**src/rtl/spi_lcd_window_receiver.sv**
```systemverilog
// SPI LCD-controller command receiver: decodes CASET/RASET/RAMWR/COLMOD byte
// streams sampled in the system clock domain and emits BGR555 frame writes.
module spi_lcd_window_receiver #(
    parameter int FRAME_W = 240,
    parameter int FRAME_H = 160,
    parameter int ADDR_W  = 16
) (
    input  logic              IwClk,
    input  logic              IwRstn,
    input  logic              IwCSn,
    input  logic              IwSCLK,
    input  logic              IwSDI,
    input  logic              IwDC,
    output logic [ADDR_W-1:0] ObFrameMemWriteAddr,
    output logic [15:0]       ObFrameMemWriteData,
    output logic              OwFrameMemWE,
    output logic              OwFrameStart,
    output logic              OwFrameDone
);

    localparam logic [15:0] COL_MAX = 16'(FRAME_W - 1);
    localparam logic [15:0] ROW_MAX = 16'(FRAME_H - 1);

    typedef enum logic [2:0] {
        CTX_IDLE, CTX_CASET, CTX_RASET, CTX_RAMWR, CTX_COLMOD
    } ctx_t;

    ctx_t        ctx, ctx_next;
    logic [1:0]  csn_s, sdi_s, dc_s;
    logic [2:0]  sclk_s;
    logic        rise_p1, sdi_p1, dc_p1;
    logic [2:0]  bit_cnt, par_idx;
    logic [1:0]  pix_idx;
    logic [6:0]  shreg;
    logic [7:0]  par_b0, par_b1, par_b2, pix_b0, pix_b1;
    logic [15:0] sc, ec, sr, er, col, row;
    logic        fmt666;

    logic [7:0]        byte_val;
    logic              byte_done, is_cmd, is_data, pix_last;
    logic [15:0]       lim, win_start, win_end_raw, win_end, pix_data;
    logic [ADDR_W-1:0] pix_addr;

    function automatic logic [15:0] clamp_to(input logic [15:0] v, input logic [15:0] max_v);
        return (v > max_v) ? max_v : v;
    endfunction

    // Synchronisers (stage 1-2) and registered SCLK rising-edge detect (stage 3)
    always_ff @(posedge IwClk or negedge IwRstn) begin
        if (!IwRstn) begin
            csn_s   <= 2'b11;
            sclk_s  <= 3'b000;
            sdi_s   <= 2'b00;
            dc_s    <= 2'b00;
            rise_p1 <= 1'b0;
            sdi_p1  <= 1'b0;
            dc_p1   <= 1'b0;
        end else begin
            csn_s   <= {csn_s[0], IwCSn};
            sclk_s  <= {sclk_s[1:0], IwSCLK};
            sdi_s   <= {sdi_s[0], IwSDI};
            dc_s    <= {dc_s[0], IwDC};
            rise_p1 <= sclk_s[1] & ~sclk_s[2] & ~csn_s[1];
            sdi_p1  <= sdi_s[1];
            dc_p1   <= dc_s[1];
        end
    end

    // Byte, window and pixel decode for the current detected SCLK edge
    always_comb begin
        byte_val    = {shreg, sdi_p1};
        byte_done   = rise_p1 && !csn_s[1] && (bit_cnt == 3'd7);
        is_cmd      = byte_done && !dc_p1;
        is_data     = byte_done && dc_p1;
        lim         = (ctx == CTX_CASET) ? COL_MAX : ROW_MAX;
        win_start   = clamp_to({par_b0, par_b1}, lim);
        win_end_raw = clamp_to({par_b2, byte_val}, lim);
        win_end     = (win_end_raw < win_start) ? win_start : win_end_raw;
        pix_last    = fmt666 ? (pix_idx == 2'd2) : (pix_idx == 2'd1);
        if (fmt666)
            pix_data = {1'b0, byte_val[7:3], pix_b1[7:3], pix_b0[7:3]};
        else
            pix_data = {1'b0, byte_val[4:0], pix_b0[2:0], byte_val[7:6], pix_b0[7:3]};
        pix_addr = ADDR_W'(row) * ADDR_W'(FRAME_W) + ADDR_W'(col);
    end

    // Command context state register
    always_ff @(posedge IwClk or negedge IwRstn) begin
        if (!IwRstn) ctx <= CTX_IDLE;
        else         ctx <= ctx_next;
    end

    // Command context next state: every command byte re-selects the context
    always_comb begin
        ctx_next = ctx;
        if (is_cmd) begin
            case (byte_val)
                8'h2A:         ctx_next = CTX_CASET;
                8'h2B:         ctx_next = CTX_RASET;
                8'h2C, 8'h3C:  ctx_next = CTX_RAMWR;
                8'h3A:         ctx_next = CTX_COLMOD;
                default:       ctx_next = CTX_IDLE;
            endcase
        end
    end

    // Stage 4: byte assembly, parameter commit, pixel write and pointer advance
    always_ff @(posedge IwClk or negedge IwRstn) begin
        if (!IwRstn) begin
            bit_cnt <= '0; par_idx <= '0; pix_idx <= '0; shreg <= '0;
            par_b0 <= '0; par_b1 <= '0; par_b2 <= '0; pix_b0 <= '0; pix_b1 <= '0;
            sc <= '0; ec <= COL_MAX; sr <= '0; er <= ROW_MAX;
            col <= '0; row <= '0; fmt666 <= 1'b0;
            ObFrameMemWriteAddr <= '0; ObFrameMemWriteData <= '0;
            OwFrameMemWE <= 1'b0; OwFrameStart <= 1'b0; OwFrameDone <= 1'b0;
        end else begin
            OwFrameMemWE <= 1'b0;
            OwFrameStart <= 1'b0;
            OwFrameDone  <= 1'b0;
            if (csn_s[1]) begin
                bit_cnt <= '0;
                par_idx <= '0;
                pix_idx <= '0;
            end else if (rise_p1) begin
                shreg   <= byte_val[6:0];
                bit_cnt <= bit_cnt + 3'd1;
                if (is_cmd) begin
                    par_idx <= '0;
                    pix_idx <= '0;
                    if (byte_val == 8'h2C) begin
                        col          <= sc;
                        row          <= sr;
                        OwFrameStart <= 1'b1;
                    end
                end else if (is_data) begin
                    case (ctx)
                        CTX_CASET, CTX_RASET: begin
                            case (par_idx)
                                3'd0: par_b0 <= byte_val;
                                3'd1: par_b1 <= byte_val;
                                3'd2: par_b2 <= byte_val;
                                3'd3: begin
                                    if (ctx == CTX_CASET) begin
                                        sc <= win_start; ec <= win_end;
                                    end else begin
                                        sr <= win_start; er <= win_end;
                                    end
                                end
                                default: ;
                            endcase
                            if (par_idx != 3'd4) par_idx <= par_idx + 3'd1;
                        end
                        CTX_COLMOD: begin
                            if (par_idx == 3'd0) begin
                                if (byte_val[3:0] == 4'h5)      fmt666 <= 1'b0;
                                else if (byte_val[3:0] == 4'h6) fmt666 <= 1'b1;
                                par_idx <= 3'd1;
                            end
                        end
                        CTX_RAMWR: begin
                            if (pix_last) begin
                                pix_idx             <= '0;
                                OwFrameMemWE        <= 1'b1;
                                ObFrameMemWriteAddr <= pix_addr;
                                ObFrameMemWriteData <= pix_data;
                                if (col < ec) begin
                                    col <= col + 16'd1;
                                end else begin
                                    col <= sc;
                                    if (row < er) begin
                                        row <= row + 16'd1;
                                    end else begin
                                        row         <= sr;
                                        OwFrameDone <= 1'b1;
                                    end
                                end
                            end else begin
                                if (pix_idx == 2'd0) pix_b0 <= byte_val;
                                else                 pix_b1 <= byte_val;
                                pix_idx <= pix_idx + 2'd1;
                            end
                        end
                        default: ;
                    endcase
                end
            end
        end
    end

endmodule
```
**config.mk**
```make
export PLATFORM = sky130hd
export DESIGN_NAME = spi_lcd_window_receiver
export DESIGN_NICKNAME = d
export VERILOG_FILES = /design/src/rtl/spi_lcd_window_receiver.sv
export SDC_FILE = /design/constraint.sdc
export NUM_CORES = 1
export LEC_CHECK = 0
export CAP_MARGIN = 10
export CORE_UTILIZATION = 50
export CTS_CLUSTER_DIAMETER = 80
export DETAILED_ROUTE_END_ITERATION = 12
export MAX_ROUTING_LAYER = met4
export PLACE_DENSITY_LB_ADDON = 0.25
export SYNTH_ARGS = -nofsm -noshare
export SYNTH_HDL_FRONTEND = slang
export SYNTH_SLANG_ARGS = --single-unit
```
**constraint.sdc**
```tcl
create_clock -name IwClk -period 12.99 [get_ports IwClk]
set_input_delay 3.2475 -clock IwClk [delete_from_list [all_inputs] [get_ports IwClk]]
set_output_delay 3.2475 -clock IwClk [all_outputs]
set_load 0.03 [all_outputs]
```
==> run metrics, run 1 <==
outcome=completed; DRT Wirelength=23.13 mm; clk buf depth=2; Initial Util=about half; Critical path destination=er[1]; endpoints failing setup=0; clk slew on worst S/H paths=~80 ps; Root Buffer=clkbuf_16; most frequent cells in the layout=dfrtp_1 (183), nand2_1 (137), ha_1 (90); Ant. Diodes=0; worst flop-to-flop path endpoint=er[1]; Worst VDD drop=around 0.000076 V; I/O Pins=~40; Final Skew=17.27 ps; critical path capture point type=register; Worst slew margin=about 30%; Pre-antenna DRT Iters=5; first-pass GRT wire length=around 38 mm; final instance area=between 0.01 and 0.015 mm²; worst-path fanout max=17; die width=150.1 µm; grt ovf=0; asr flop ratio synth=between 90% and 100%; IO buf count=39; total power draw=1.251 mW; Pwr per Cell Area=between 100 and 150 mW/mm²; die area=0.02253 mm²; CTS tree=done; worst r2r path cells=19; number of fill cells=1804; Seq/Total Area, Yosys=45.35%; Max Cap Viol=0; flop-to-flop setup slack=approximately 8200 ps; CP arrival=a little over 5000 ps; Multi-input gate area=between 0.005 and 0.006 mm²; worst hold path cell count=0; vias in the first global route=between 7000 and 8000; RSZ-0062 raised after global routing=false; Ys Warns=0; crit-path cells=nand2b_1 -> nor2_1 -> buf_4 -> inv_1 -> ha_1 -> nand4_1 -> o21ai_0 -> o211ai_1 -> nand2_1 -> o21ai_0 -> inv_1 -> ha_1 -> a21oi_1 -> o21ai_0 -> a21oi_1 -> a21oi_1 -> a211oi_2 -> mux2_2 -> o21ai_0; kind of critical path=register to register; CTS H-tree depth=4; f_max=around 210 MHz; flops & latches, synth=~200; later-pin clock latency in the skew report=~450 ps; Hold Slack=around 350 ps; Leak Pwr=6.106 nW; gr usage total=22.55%; average size of a mapped cell=between 10 and 15 µm²; WL/cell=approximately 16 µm; setup TNS=0 ps; Most Frequent Cell on Critical Path=o21ai_0; clock sinks=~200; pin count of the biggest net entering global routing=around 130; Area growth syn-to-layout=11.41%; DRC viols=0; Worst Setup Start Kind=register; dpl cell area=0.01163 mm²; Post-synth EDFFs=0; Std-Cell Rows=53; Worst Path Required=13350 ps; ANT nets after route=0; Slew @ Worst Pin=between 1000 and 1500 ps; via/cell ratio=5.461; crit path time final=4824 ps; Reg area=0.004974 mm²; CP peak stage delay=780 ps; Final Hold Viols=0; Core Region=between 0.02 and 0.025 mm²; chip height=around 150 µm; HPWL after DPL=roughly 16 mm; via count=between 7000 and 8000; CP max-delay cell=a211oi_2; final core utilization=57.40%; RePlAce Congestion=between 0.8 and 0.9; Setup Buffers After CTS=0; worst setup path startpoint=ctx[2]; Cells after Synth=1089; Worst Hold Class=register to register; nets=~1200; initial antenna violation count=0; total CTS buffers=17; reg2reg start=ctx[2]; post-CTS resize count=0; Hold-fix buffers, CTS=0; share of cells above drive strength 1=about a tenth; Synth cell types=68; top_reg_cell synth=dfrtp_1; initial drt markers=around 450; final clock period utilization by the worst path=approximately 37%; max-slew violations=0; commonest non-fill, non-tap cell in the layout=dfrtp_1; Post-Synthesis Cell Area=~0.011 mm²
## worst max-delay path: cells and delay by family (launching register included)
kind            cells  cell delay, ps
flops               1             440
fa+ha+maj           2             500
compound gates      9            2360
mux                 1             430
simple gates        4             570
buf+inv             3             450
## worst min-delay path by stage
| stage | to | slack, ps | from |
|---|---|---|---|
| finish | sdi_p1 | 350 | sdi_s[1] |
| global route | csn_s[1] | 360 | csn_s[0] |
| CTS | dc_s[1] | 350 | dc_s[0] |
| detailed placement | dc_s[1] | 330 | dc_s[0] |
| global placement | sdi_p1 | 330 | sdi_s[1] |
| floorplan | dc_p1 | 330 | dc_s[1] |
## layer usage
metal / track usage, % / vias up / wire [µm]
li1: - / 3819 / -
met1: 30.59 / 3739 / 11320
met5: - / - / 0
met2: 35.39 / 143 / 10720
met3: 3.485 / 27 / 763
met4: 5.808 / 0 / 334
## cells in the mapped netlist, drive strengths merged, types with 7 or more instances
cell / n / area, µm²
a21o: 17 / 127.6
a21oi: 59 / 295.3
a31oi: 8 / 50.05
and2: 26 / 162.7
and3: 10 / 62.56
buf: 10 / 68.82
clkbuf: 32 / 121.4
dfrtp: 183 / 4579
dfstp: 15 / 394.1
fa: 18 / 360.4
ha: 90 / 1126
inv: 80 / 300.3
mux2: 41 / 461.7
mux2i: 34 / 340.3
nand2: 138 / 520.5
nand3: 28 / 140.1
nand4: 13 / 81.33
nor2: 56 / 217.7
nor2b: 10 / 62.56
nor3: 15 / 96.35
nor4: 9 / 71.32
o21a: 7 / 52.55
o21ai: 93 / 469.2
o22ai: 7 / 43.79
xnor2: 21 / 183.9
xor2: 12 / 105.1
## state kept, by name (all words and copies together), names as in the netlist, 3 cells and up
signal               flops
ObFrameMemWriteAddr     16
ObFrameMemWriteData     15
bit_cnt                  3
col                     16
ctx                      3
ec                      16
er                      16
par_b0                   8
par_b1                   8
par_b2                   8
par_idx                  3
pix_b0                   8
pix_b1                   5
row                     16
sc                      16
sclk_s                   3
shreg                    7
sr                      16
## kinds of logic after synthesis
family	synth area share, %
adder cells (fa/ha/maj)	13.55
other	0.06847
AND/OR/NAND/NOR	14.50
multiplexers	7.312
flip-flops	45.35
AO/OA/AOI/OAI	12.11
XOR/XNOR	2.635
buffers and inverters	4.472
## per-stage QoR
stage	setup slack, ps	cells
final	8166	1415
after global routing	7793	1415
after CTS	8206	1415
after detailed placement	7974	1383
after global placement	7974	1383
after floorplan	8816	1104
## layout make-up
class | instances | area share, %
tap | 275 | 2.816
clock buffer | 18 | 3.512
sequential | 198 | 40.70
multi-input combinational | 784 | 45.53
inverter | 80 | 2.458
clock inverter | 14 | 1.331
timing repair buffer | 46 | 3.656
## where the power goes
| part | internal, mW | switching, mW | leakage [nW] |
|---|---|---|---|
| clock network | 0.275 | 0.257 | 0.292 |
| registers | 0.623 | 0.0250 | 2.67 |
| logic | 0.0269 | 0.0434 | 3.14 |
| total | 0.925 | 0.326 | 6.11 |
Power figures use the tool's default switching activity.
==> run 2: changes to the inputs <==
Clock period 12.99 ns to 4.9 ns, I/O delays scaled along.
==> run metrics, run 2 (synthesis gave the netlist of run 1 again) <==
outcome=completed; CTS H-tree depth=4 (unchanged); worst flop-to-flop path endpoint=ObFrameMemWriteAddr[15]; worst-path fanout max=6 (-11); Ant. Diodes=0 (unchanged); via count=7801 (+0.94%); Worst VDD drop=0.0001925 V (+150%); most frequent cells in the layout=dfrtp_1 (183), nand2_1 (137), ha_1 (90); hold path start=sdi_s[0]; Hold-fix buffers, CTS=0 (unchanged); first-pass GRT wire length=39.56 mm (+3.7%); Worst Setup Start Kind=register; initial drt markers=467 (+4.5%); ANT nets after route=0 (unchanged); commonest non-fill, non-tap cell in the layout=dfrtp_1; worst hold path cell count=0 (unchanged); post-route insts no fill=1421 (+0.42%); Final Hold Viols=0 (unchanged); Leak Pwr=6.131 nW (+0.41%); DRC viols=0 (unchanged); die area=0.02253 mm² (unchanged); die width=150.1 µm (unchanged); RSZ-0062 raised after global routing=false; Reg area=0.004974 mm² (unchanged); Area growth syn-to-layout=11.80%; post-CTS resize count=0 (unchanged); clk slew on worst S/H paths=80 ps (about the same); hold endpoint=sdi_s[1]; crit path time final=4282 ps (-541.4 ps); I/O Pins=41 (unchanged); max-slew violations=0 (unchanged); reg2reg start=row[3]; Root Buffer=clkbuf_16; Slew @ Worst Pin=976.0 ps (-77.36 ps); critical path capture point type=register; Pwr per Cell Area=272.3 mW/mm² (+170%); chip height=150.1 µm (unchanged); endpoints failing setup=0 (unchanged); Final Skew=13.89 ps (-3.376 ps); WL/cell=16.51 µm (+0.96%); IO buf count=39 (unchanged); clk buf depth=2 (unchanged); number of fill cells=1752 (-2.9%); CP arrival=4590 ps (-590 ps); Core Region=0.02129 mm² (unchanged); via/cell ratio=5.490 (+0.52%); HPWL after DPL=16.72 mm (+1.9%); final clock period utilization by the worst path=87.39% (+50 points); gr usage total=23.31% (+0.76 points); initial antenna violation count=0 (unchanged); kind of critical path=register to register; clock sinks=198 (unchanged); DRT Wirelength=23.45 mm (+1.4%); Worst slew margin=34.93% (+5.2 points); grt ovf=0 (unchanged); total CTS buffers=17 (unchanged); share of cells above drive strength 1=10.38% (+0.38 points); pin count of the biggest net entering global routing=123 (-1.6%); Worst Hold Class=register to register; RePlAce Congestion=0.8538 (+0.35%); Initial Util=51.53% (unchanged); f_max=233.5 MHz (+13%); nets=1247 (+0.48%); vias in the first global route=7656 (+3.9%); Setup Buffers After CTS=0 (unchanged); Multi-input gate area=0.005563 mm² (unchanged); Worst Path Required=5200 ps (-8150 ps); setup TNS=0 ps (unchanged); final core utilization=57.60% (+0.20 points); total power draw=3.339 mW (+170%); placed cell count=1389 (+0.43%); Std-Cell Rows=53 (unchanged); later-pin clock latency in the skew report=450 ps (about the same); worst r2r path cells=17 (-2); flop-to-flop setup slack=620 ps (-7550 ps); Max Cap Viol=0 (unchanged); CTS tree=done; Pre-antenna DRT Iters=7 (+2)
==> run 2: metal layers <==
metal  global-route usage (%)  up-vias  wire length, µm  share of wire [%]
li1                         -     3832                -                  -
met2                    35.63      159            10790                 46
met5                        -        -                0                  0
met4                    8.232        0              490                2.1
met3                    3.879       39              820                3.5
met1                    31.40     3771            11350                 48
==> run 2: stage by stage <==
stage | setup slack (ps) | instance area (µm²) | hold slack, ps
after detailed placement | 620.8 | 11670 | 334.7
after CTS | 608.2 | 12260 | 352.9
after floorplan | 726.0 | 11020 | 331.2
final | 617.7 | 12260 | 351.8
after global placement | 709.7 | 11670 | 333.0
after global routing | 230.6 | 12260 | 372.8
==> run 2: where the power goes <==
group          switching (mW)  internal, mW  total (mW)
Clock                   0.689         0.732        1.42
Sequential             0.0491          1.65        1.70
Combinational           0.139        0.0773       0.217
Total                   0.877          2.46        3.34
==> run 2: layout make-up <==
type	count	area share [%]
flip-flops and latches	198	40.56
multi-input cells	784	45.37
inverters	80	2.449
clock inverters	13	1.276
well taps	275	2.806
clock buffers	19	3.531
repair buffers	52	4.010
==> run 2: worst max-delay path: stages, from the launching register on <==
cell     delay [ps]
dfrtp_1         440
inv_1           260
fa_1            510
fa_1            520
inv_1            40
ha_1            320
a21oi_1         210
nor2b_1          70
o21a_1          180
o41ai_1         420
xnor2_1         190
ha_1            290
o21a_1          180
nor2_1           80
a21oi_1          50
xnor2_1         170
xnor2_1         130
o21ai_0          90
==> run 2: worst max path at each step <==
stage,cells past startpoint,slack [ps],end,from
6_report,17,620,ObFrameMemWriteAddr[15],row[3]
5_1_grt,19,230,er[3],ctx[2]
4_1_cts,18,610,ObFrameMemWriteAddr[15],row[0]
3_5_place_dp,18,620,ObFrameMemWriteAddr[15],row[0]
3_3_place_gp,18,710,ObFrameMemWriteAddr[15],row[0]
2_1_floorplan,19,730,er[2],ctx[2]
==> run 3: changes to the inputs <==
Settings changed: PLACE_DENSITY set to 0.67, PLACE_DENSITY_LB_ADDON 0.25 to unset.
==> run metrics, run 3 (synthesis gave the netlist of run 1 again) <==
final instance area=0.01231 mm² (+0.38%); initial antenna violation count=0 (unchanged); CP peak stage delay=590 ps (+70 ps); Root Buffer=clkbuf_16; later-pin clock latency in the skew report=440 ps (about the same); Worst Path Required=5200 ps (about the same); CTS tree=done; Worst slew margin=38.61% (+3.7 points); total CTS buffers=17 (unchanged); Std-Cell Rows=53 (unchanged); Area growth syn-to-layout=12.22%; Worst VDD drop=0.0001845 V (-4.1%); IO buf count=39 (unchanged); RePlAce Congestion=0.8319 (-2.6%); RSZ-0062 raised after global routing=false; CP max-delay cell=fa_1; first-pass GRT wire length=38.54 mm (-2.6%); Pre-antenna DRT Iters=5 (-2); combinational fraction of design power=7.4% (+0.9 points); Leak Pwr=6.161 nW (+0.48%); Ant. Diodes=0 (unchanged); Final Hold Viols=0 (unchanged); die width=150.1 µm (unchanged); initial drt markers=408 (-13%); worst slack, placed=560.8 ps (-60.03 ps); total power draw=3.365 mW (+0.78%); Hold Slack=351.0 ps (-0.7810 ps); clock sinks=198 (unchanged); endpoints failing setup=0 (unchanged); ANT nets after route=0 (unchanged); Slew @ Worst Pin=920.8 ps (-55.21 ps); WP buf/inv=2 (unchanged); share of cells above drive strength 1=10.79% (+0.41 points); post-CTS resize count=0 (unchanged); clk buf depth=2 (unchanged); crit-path cells=fa_1 -> inv_1 -> fa_1 -> inv_1 -> ha_1 -> a21o_1 -> a21oi_1 -> nor2b_1 -> o21a_1 -> o41ai_1 -> xnor2_1 -> ha_1 -> o21a_1 -> nor2_1 -> a21oi_1 -> xnor2_1 -> xnor2_1 -> o21ai_0; Multi-input gate area=0.005563 mm² (unchanged); flop-to-flop setup slack=600 ps (-20 ps); Seq pwr share=49.7% (-1.3 points); post-route insts no fill=1424 (+0.21%); Hold-fix buffers, CTS=0 (unchanged); kind of critical path=register to register; most frequent cells in the layout=dfrtp_1 (183), nand2_1 (137), ha_1 (90); critical path capture point type=register; final core utilization=57.82% (+0.22 points); pin count of the biggest net entering global routing=115 (-6.5%); I/O Pins=41 (unchanged); dpl cell area=0.01170 mm² (+0.19%); cell family with most CP delay=adder cells; die area=0.02253 mm² (unchanged); CP arrival=4600 ps (about the same); DRC viols=0 (unchanged); Max Cap Viol=0 (unchanged); nets=1250 (+0.24%); HPWL after DPL=16.58 mm (-0.85%); Final Skew=18.39 ps (+4.491 ps); grt ovf=0 (unchanged); f_max=232.3 MHz (-0.52%); Initial Util=51.53% (unchanged); WL/cell=16.16 µm (-2.1%); Clk pwr share=42.9% (+0.4 points); max-slew violations=0 (unchanged); Int Power=2.486 mW (+0.99%); clk slew on worst S/H paths=80 ps (about the same); worst-path fanout max=7 (+1); chip height=150.1 µm (unchanged); gr usage total=22.76% (-0.55 points); number of fill cells=1840 (+5.0%); commonest non-fill, non-tap cell in the layout=dfrtp_1; Psw=0.8787 mW (+0.19%); final clock period utilization by the worst path=87.85% (+0.45 points); outcome=completed; placed cell count=1392 (+0.22%); CTS H-tree depth=4 (unchanged); Reg area=0.004974 mm² (unchanged); DRT Wirelength=23.02 mm (-1.9%); switching share of power=26.12% (-0.15 points); Worst Hold Class=register to register; vias in the first global route=7448 (-2.7%); Setup Buffers After CTS=0 (unchanged); via count=7679 (-1.6%); Pwr per Cell Area=273.4 mW/mm² (+0.40%); Worst Setup Start Kind=register; setup TNS=0 ps (unchanged); crit path time final=4305 ps (+22.29 ps); fin worst setup slack=595.4 ps (-22.29 ps); Core Region=0.02129 mm² (unchanged); via/cell ratio=5.393 (-1.8%); Most Frequent Cell on Critical Path=xnor2_1
[run 3: worst reg2reg max path, stage by stage (launching register included)]
cell and delay (ps):
dfrtp_1 480, fa_1 590, inv_1 50, fa_1 470
inv_1 60, ha_1 270, a21o_1 160, a21oi_1 210
nor2b_1 70, o21a_1 180, o41ai_1 410, xnor2_1 190
ha_1 290, o21a_1 190, nor2_1 90, a21oi_1 60
xnor2_1 170, xnor2_1 130, o21ai_0 80
[run 3: final timing paths]
check | cells past startpoint | to | startpoint
max | 18 | ObFrameMemWriteAddr[15] | row[0]
min | 0 | sdi_s[1] | sdi_s[0]
max reg2reg | 18 | ObFrameMemWriteAddr[15] | row[0]
min reg2reg | 0 | sdi_s[1] | sdi_s[0]
max in group asynchronous | 2 | er[4] | IwRstn
min in group asynchronous | 1 | ObFrameMemWriteData[4] | IwRstn
[run 3: cell type report]
type | instances | area share, %
Clock buffer | 18 | 3.568
Tap cell | 275 | 2.796
Multi-Input combinational cell | 784 | 45.20
Sequential cell | 198 | 40.41
Timing Repair Buffer | 55 | 4.178
Clock inverter | 14 | 1.413
Inverter | 80 | 2.440
[run 3: power by group through the flow]
stage | combinational (mW) | sequential (mW) | clock [mW]
after global routing | 0.280 | 1.68 | 1.54
after global placement | 0.245 | 1.70 | 0
after CTS | 0.248 | 1.67 | 1.47
after floorplan | 0.141 | 1.70 | 0
after detailed placement | 0.247 | 1.71 | 0
final | 0.247 | 1.67 | 1.44
[run 3: metal layers]
layer,track usage [%],up-vias,part of all wire [%],routed length (µm)
met1,31.19,3683,49,11170
met5,-,-,0,0
met4,5.909,0,1.5,346
met2,34.91,134,46,10630
met3,4.121,32,3.8,869
li1,-,3830,-,-
==> RTL edit 1: new RTL, flow settings as in run 1 <==
Re-encode `ctx_t` (5 values) as one-hot, 5 bits wide.
--- a/src/rtl/spi_lcd_window_receiver.sv
+++ b/src/rtl/spi_lcd_window_receiver.sv
@@ -21,8 +21,8 @@
     localparam logic [15:0] COL_MAX = 16'(FRAME_W - 1);
     localparam logic [15:0] ROW_MAX = 16'(FRAME_H - 1);
 
-    typedef enum logic [2:0] {
-        CTX_IDLE, CTX_CASET, CTX_RASET, CTX_RAMWR, CTX_COLMOD
+    typedef enum logic [4:0] {
+        CTX_IDLE = 5'b00001, CTX_CASET = 5'b00010, CTX_RASET = 5'b00100, CTX_RAMWR = 5'b01000, CTX_COLMOD = 5'b10000
     } ctx_t;
 
     ctx_t        ctx, ctx_next;
Behaviour: no difference found for any inputs over 4 cycles, from zero or initial values and one cycle with IwRstn low; so few cycles prove little.
==> RTL edit 1 against run 1 <==
  * Routed wire length rose by 3.4%
  * Synthesized cell count increased by 1.7%
  * Sequential cell count is 2 higher
  * Worst hold slack improved by 0.0019 ns
  * Worst setup slack lost 0.20 ns
  * Power down 1.2%
  * Critical path type unchanged
  * Area after synthesis is 1.8% higher
  * Final area up 1.8%
==> RTL edit 1: results (changes against run 1) <==
power_and_ir_drop:
  p_leak_nw: 6.23  # was 6.11 nW
  clkPwrFrac_pct: 43.0  # was 42.6%
  p_clk_w: 0.000531  # was 0.000532 W
  p_comb_w: 0.0000600  # was 0.0000703 W
  switching_power_w: 0.000325  # was 0.000326 W
  ir_drop_v: 0.0000847  # was 0.0000756 V
drt:
  wl_um: 23900  # was 23100 µm
  wl_met1_um: 11100  # was 11300 µm
  vias_per_cell: 5.52  # was 5.46
  drtIter0Drc: 450  # was 447
  wl_met3_um: 706  # was 763 µm
  wl_per_cell_um: 16.6  # was 16.3 µm
  met2_length_um: 11700  # was 10700 µm
cells_and_area:
  final-clk-cell-share_pct: 4.80  # was 4.84%
  clkbuf_count: 17  # was 18
  n_sequential_cell: 200  # was 198
  final_nets: 1260  # was 1241
  nMultiInputCombCells: 798  # was 784
  multi_input_area_share_pct: 45.8  # was 45.5%
  utilization_pct: 56.8  # was 57.4%
  nonClkBufAreaFrac_pct: 3.65  # was 3.66%
  inverters: 82  # was 80
  fillers: 1913  # was 1804
  drive_above_1_share_pct: 10.2  # was 10.0%
  nNonClkBuffers: 47  # was 46
synth:
  synthMuxAreaShare_pct: 7.64  # was 7.31%
  seq_area_frac_synth_pct: 45.0  # was 45.3%
  yosysWarnings: 0  # unchanged
  synth.top_cells.by_count: "184 x dfrtp_1, 143 x nand2_1, 90 x ha_1"  # was 183 x dfrtp_1, 137 x nand2_1, 90 x ha_1
  synthAdderAreaFrac_pct: 13.3  # was 13.6%
  synth_cell_type_count: 70  # was 68
  syn_inst: 1108  # was 1089
  synth_compound_area_share_pct: 12.6  # was 12.1%
  synth_area_leaders: "dfrtp_1 41%, ha_1 10%, nand2_1 4.8%"  # was dfrtp_1 42%, ha_1 10%, nand2_1 4.7%
  syn_area_per_cell_um2: 10.1  # about the same
  synth_xor_area_share_pct: 2.20  # was 2.64%
clock_network:
  clock_latency_ns: 0.44
  h-tree-depth: 4  # unchanged
placed_design:
  globalplace.congestion: 0.862  # was 0.851
  placed_cell_area_um2: 11800  # was 11600 µm²
  hpwl_um: 17100  # was 16400 µm
  dp_slack_ns: 8.06  # was 7.97 ns
  dp.cells: 1407  # was 1383
grt:
  grt_util_met2_pct: 38.2  # was 35.4%
  grt_pass1_wl_um: 39700  # was 38100 µm
  track_usage_pct: 23.2  # was 22.6%
  met1_usage_pct: 29.3  # was 30.6%
  grt_max_degree: 77  # was 125
  grt_use_met3_pct: 3.77  # was 3.48%
sta:
  slew-limit-headroom_pct: 29.7  # was 29.8%
  skew_ns: 0.0121  # was 0.0173 ns
worst_setup_path:
  max_stage_delay_ns: 0.84  # was 0.78 ns
  worstPathMaxFanout: 13  # was 17
  critical-path-slowest-cell: "o211ai_1"  # was a211oi_2
  critPathArrivalTime_ns: 5.37  # was 5.18 ns
status:
  status: "finished clean"  # unchanged
## RTL edit 1: cell count changes in the layout (fill, tap and decap cells not counted), sizes merged, moves of 5 or more
cell / run 1 / this run
a21boi: 0 / 8
a2bb2oi: 1 / 6
o211ai: 2 / 8
nor2: 56 / 69
o31ai: 2 / 12
nand2: 138 / 144
a21oi: 59 / 46
nor2b: 10 / 3
and2: 26 / 19
o21ai: 93 / 73
## RTL edit 1: path summary, 6_finish.rpt
path	startpoint	to	slack [ns]	cells past startpoint
max	ctx[0]	ec[6]	7.97	16
min	sclk_s[0]	sclk_s[1]	0.35	0
max reg2reg	ctx[0]	ec[6]	7.97	16
min reg2reg	sclk_s[0]	sclk_s[1]	0.35	0
max in group asynchronous	IwRstn	ctx[2]	8.91	2
min in group asynchronous	IwRstn	sc[11]	2.75	1
==> RTL edit 2: new RTL, config.mk and constraints of run 1 <==
Made on the original files. `ADDR_W`: 16 -> 17.
--- a/src/rtl/spi_lcd_window_receiver.sv
+++ b/src/rtl/spi_lcd_window_receiver.sv
@@ -3,7 +3,7 @@
 module spi_lcd_window_receiver #(
     parameter int FRAME_W = 240,
     parameter int FRAME_H = 160,
-    parameter int ADDR_W  = 16
+    parameter int ADDR_W  = 17
 ) (
     input  logic              IwClk,
     input  logic              IwRstn,
Interface: changed (resized ObFrameMemWriteAddr); port bits go from 41 to 42. No check against the original RTL was run, so the function may have changed too.
==> RTL edit 2 against run 1 <==
  * The flow now finishes with violations (DRC)
  * Sequential cell count up 1
  * Clock skew about the same
  * Critical path type unchanged
  * Power fell by 1.1%
  * Utilization about the same
  * Routed wire length is 5.7% higher
  * Synthesized cell count rose by 0.83%
  * Largest cell class unchanged
  * Final area is 3.8% higher
  * Fmax rose by 2.0%
  * Sequential share of layout area shrank 1.3 points
  * Area after synthesis grew 3.7%
  * First-iteration DRC count grew 10%
  * Sequential power shrank 0.6%
  * Worst setup slack improved by 0.094 ns
==> RTL edit 2: results (changes against run 1) <==
synth:
  synth_cell_type_count: 72  # was 68
  ys_ff_latch: 199  # was 198
  synth.top_cells.by_count: "184 x dfrtp_1, 119 x nand2_1, 93 x ha_1"  # was 183 x dfrtp_1, 137 x nand2_1, 90 x ha_1
  synth_area_leaders: "dfrtp_1 40%, ha_1 10%, mux2_2 5.9%"  # was dfrtp_1 42%, ha_1 10%, nand2_1 4.7%
grt:
  track_usage_pct: 22.8  # was 22.6%
  grt_max_degree: 73  # was 125
  antenna_found_initial: 0  # unchanged
  grt_pass1_vias: 7995  # was 7371
  grt_pass1_wl_um: 40700  # was 38100 µm
sta:
  tightest_slew_ns: 1.02  # was 1.05 ns
  skew_ns: 0.0177  # was 0.0173 ns
worst_setup_path:
  worst-r2r-setup-slack_ns: 8.26  # was 8.17 ns
  rr_worst_depth: 16  # was 19
  critPathArrivalTime_ns: 5.05  # was 5.18 ns
  reg2reg_to: "ec[4]"  # was er[1]
  worstPathMaxFanout: 18  # was 17
  max_stage_delay_ns: 0.60  # was 0.78 ns
  critical-path-slowest-cell: "o21ai_0"  # was a211oi_2
drt:
  drtIter0Drc: 492  # was 447
  wl_met3_um: 643  # was 763 µm
  wl_met1_um: 11500  # was 11300 µm
  vias_per_cell: 5.54  # was 5.46
  drt-pass1-iter-count: 12  # was 5
  post-route-drc-count: 1  # was 0
  met2_length_um: 11800  # was 10700 µm
  wl_um: 24500  # was 23100 µm
cells_and_area:
  fillers: 1920  # was 1804
  final_nets: 1258  # was 1241
  drive_above_1_share_pct: 12.1  # was 10.0%
status:
  violations: "DRC"
  status: "finished with violations"  # was finished clean
worst_hold_path:
  holdPathEnd: "sclk_s[1]"  # was sdi_p1
  whs_path_depth: 0  # unchanged
  hold_start: "sclk_s[0]"  # was sdi_s[1]
power_and_ir_drop:
  p_leak_nw: 6.34  # was 6.11 nW
placed_design:
  globalplace.congestion: 0.844  # was 0.851
  port_buffers: 40  # was 39
==> RTL edit 2: layout make-up <==
| class | count | area, µm² | area share (%) |
|---|---|---|---|
| Sequential cell | 199 | 5000 | 39.4 |
| Multi-Input combinational cell | 784 | 5920 | 46.7 |
| Tap cell | 280 | 350 | 2.76 |
| Clock buffer | 17 | 425 | 3.36 |
| Inverter | 86 | 323 | 2.55 |
| Timing Repair Buffer | 51 | 487 | 3.84 |
| Clock inverter | 15 | 171 | 1.35 |
==> RTL edit 2: cell families (layout without fill, tap and decap cells) <==
family	count (synthesis)	after routing	share of synthesized area (%)
xor gates and xnor gates	34	34	2.62
and+or+nand+nor	310	310	13.5
AOI/OAI and AO/OA	206	206	11.7
adders and majority gates	113	113	13.8
buffers and inverters	130	169	4.55
muxes	104	104	9.86
other	2	17	0.0660
DFF	199	199	44.0
==> RTL edit 2: worst register-to-register path, cell delays in order (launching register included) <==
cell and delay, ns:
dfrtp_1 0.48, nor3b_2 0.21, buf_4 0.25, inv_1 0.14
ha_1 0.31, nand3_1 0.09, o21ai_0 0.10, o211ai_1 0.56
mux2i_1 0.45, ha_1 0.31, a21o_1 0.18, a21oi_1 0.13
o22ai_1 0.09, o21ai_0 0.60, nand3_4 0.22, mux2i_1 0.18
mux2_1 0.32
==> RTL edit 2: worst max path at each step <==
stage                     slack [ns]  cells after the start                      to                    from
final                           8.26                     16                   ec[4]                  ctx[2]
after global routing            7.85                     16                   ec[4]                  ctx[2]
after CTS                       8.24                      1  ObFrameMemWriteData[3]  ObFrameMemWriteData[3]
after detailed placement        8.31                      2                shreg[0]                  IwRstn
after global placement          8.32                      2                shreg[1]                  IwRstn
after floorplan                 8.31                     17                   ec[4]                  ctx[2]
==> RTL edit 2: layer usage <==
metal | global-route usage, % | vias up
met1 | 29.2 | 3876
met4 | 7.07 | 0
li1 | - | 3884
met2 | 37.0 | 145
met5 | - | -
met3 | 3.74 | 32
==> RTL edit 2: power breakdown <==
part | internal [W] | switching [W] | total (W) | leakage [nW]
registers | 0.000626 | 0.0000184 | 0.000644 | 2.70
logic | 0.0000247 | 0.0000395 | 0.0000642 | 3.36
clock network | 0.000261 | 0.000268 | 0.000529 | 0.282
total | 0.000911 | 0.000326 | 0.00124 | 6.34
==> RTL edit 2: metrics by stage <==
stage          area [µm²]  power [W]  setup WS [ns]  util (%)  hold WS (ns)
3_5_place_dp        12100   0.000720           8.31      54.7         0.335
6_report            12700    0.00124           8.26      57.4         0.351
2_1_floorplan       11400   0.000691           8.31         -         0.331
4_1_cts             12700    0.00125           8.24      57.4         0.354
5_1_grt             12700    0.00129           7.85      57.4         0.359
3_3_place_gp        12100   0.000719           8.32      54.7         0.334
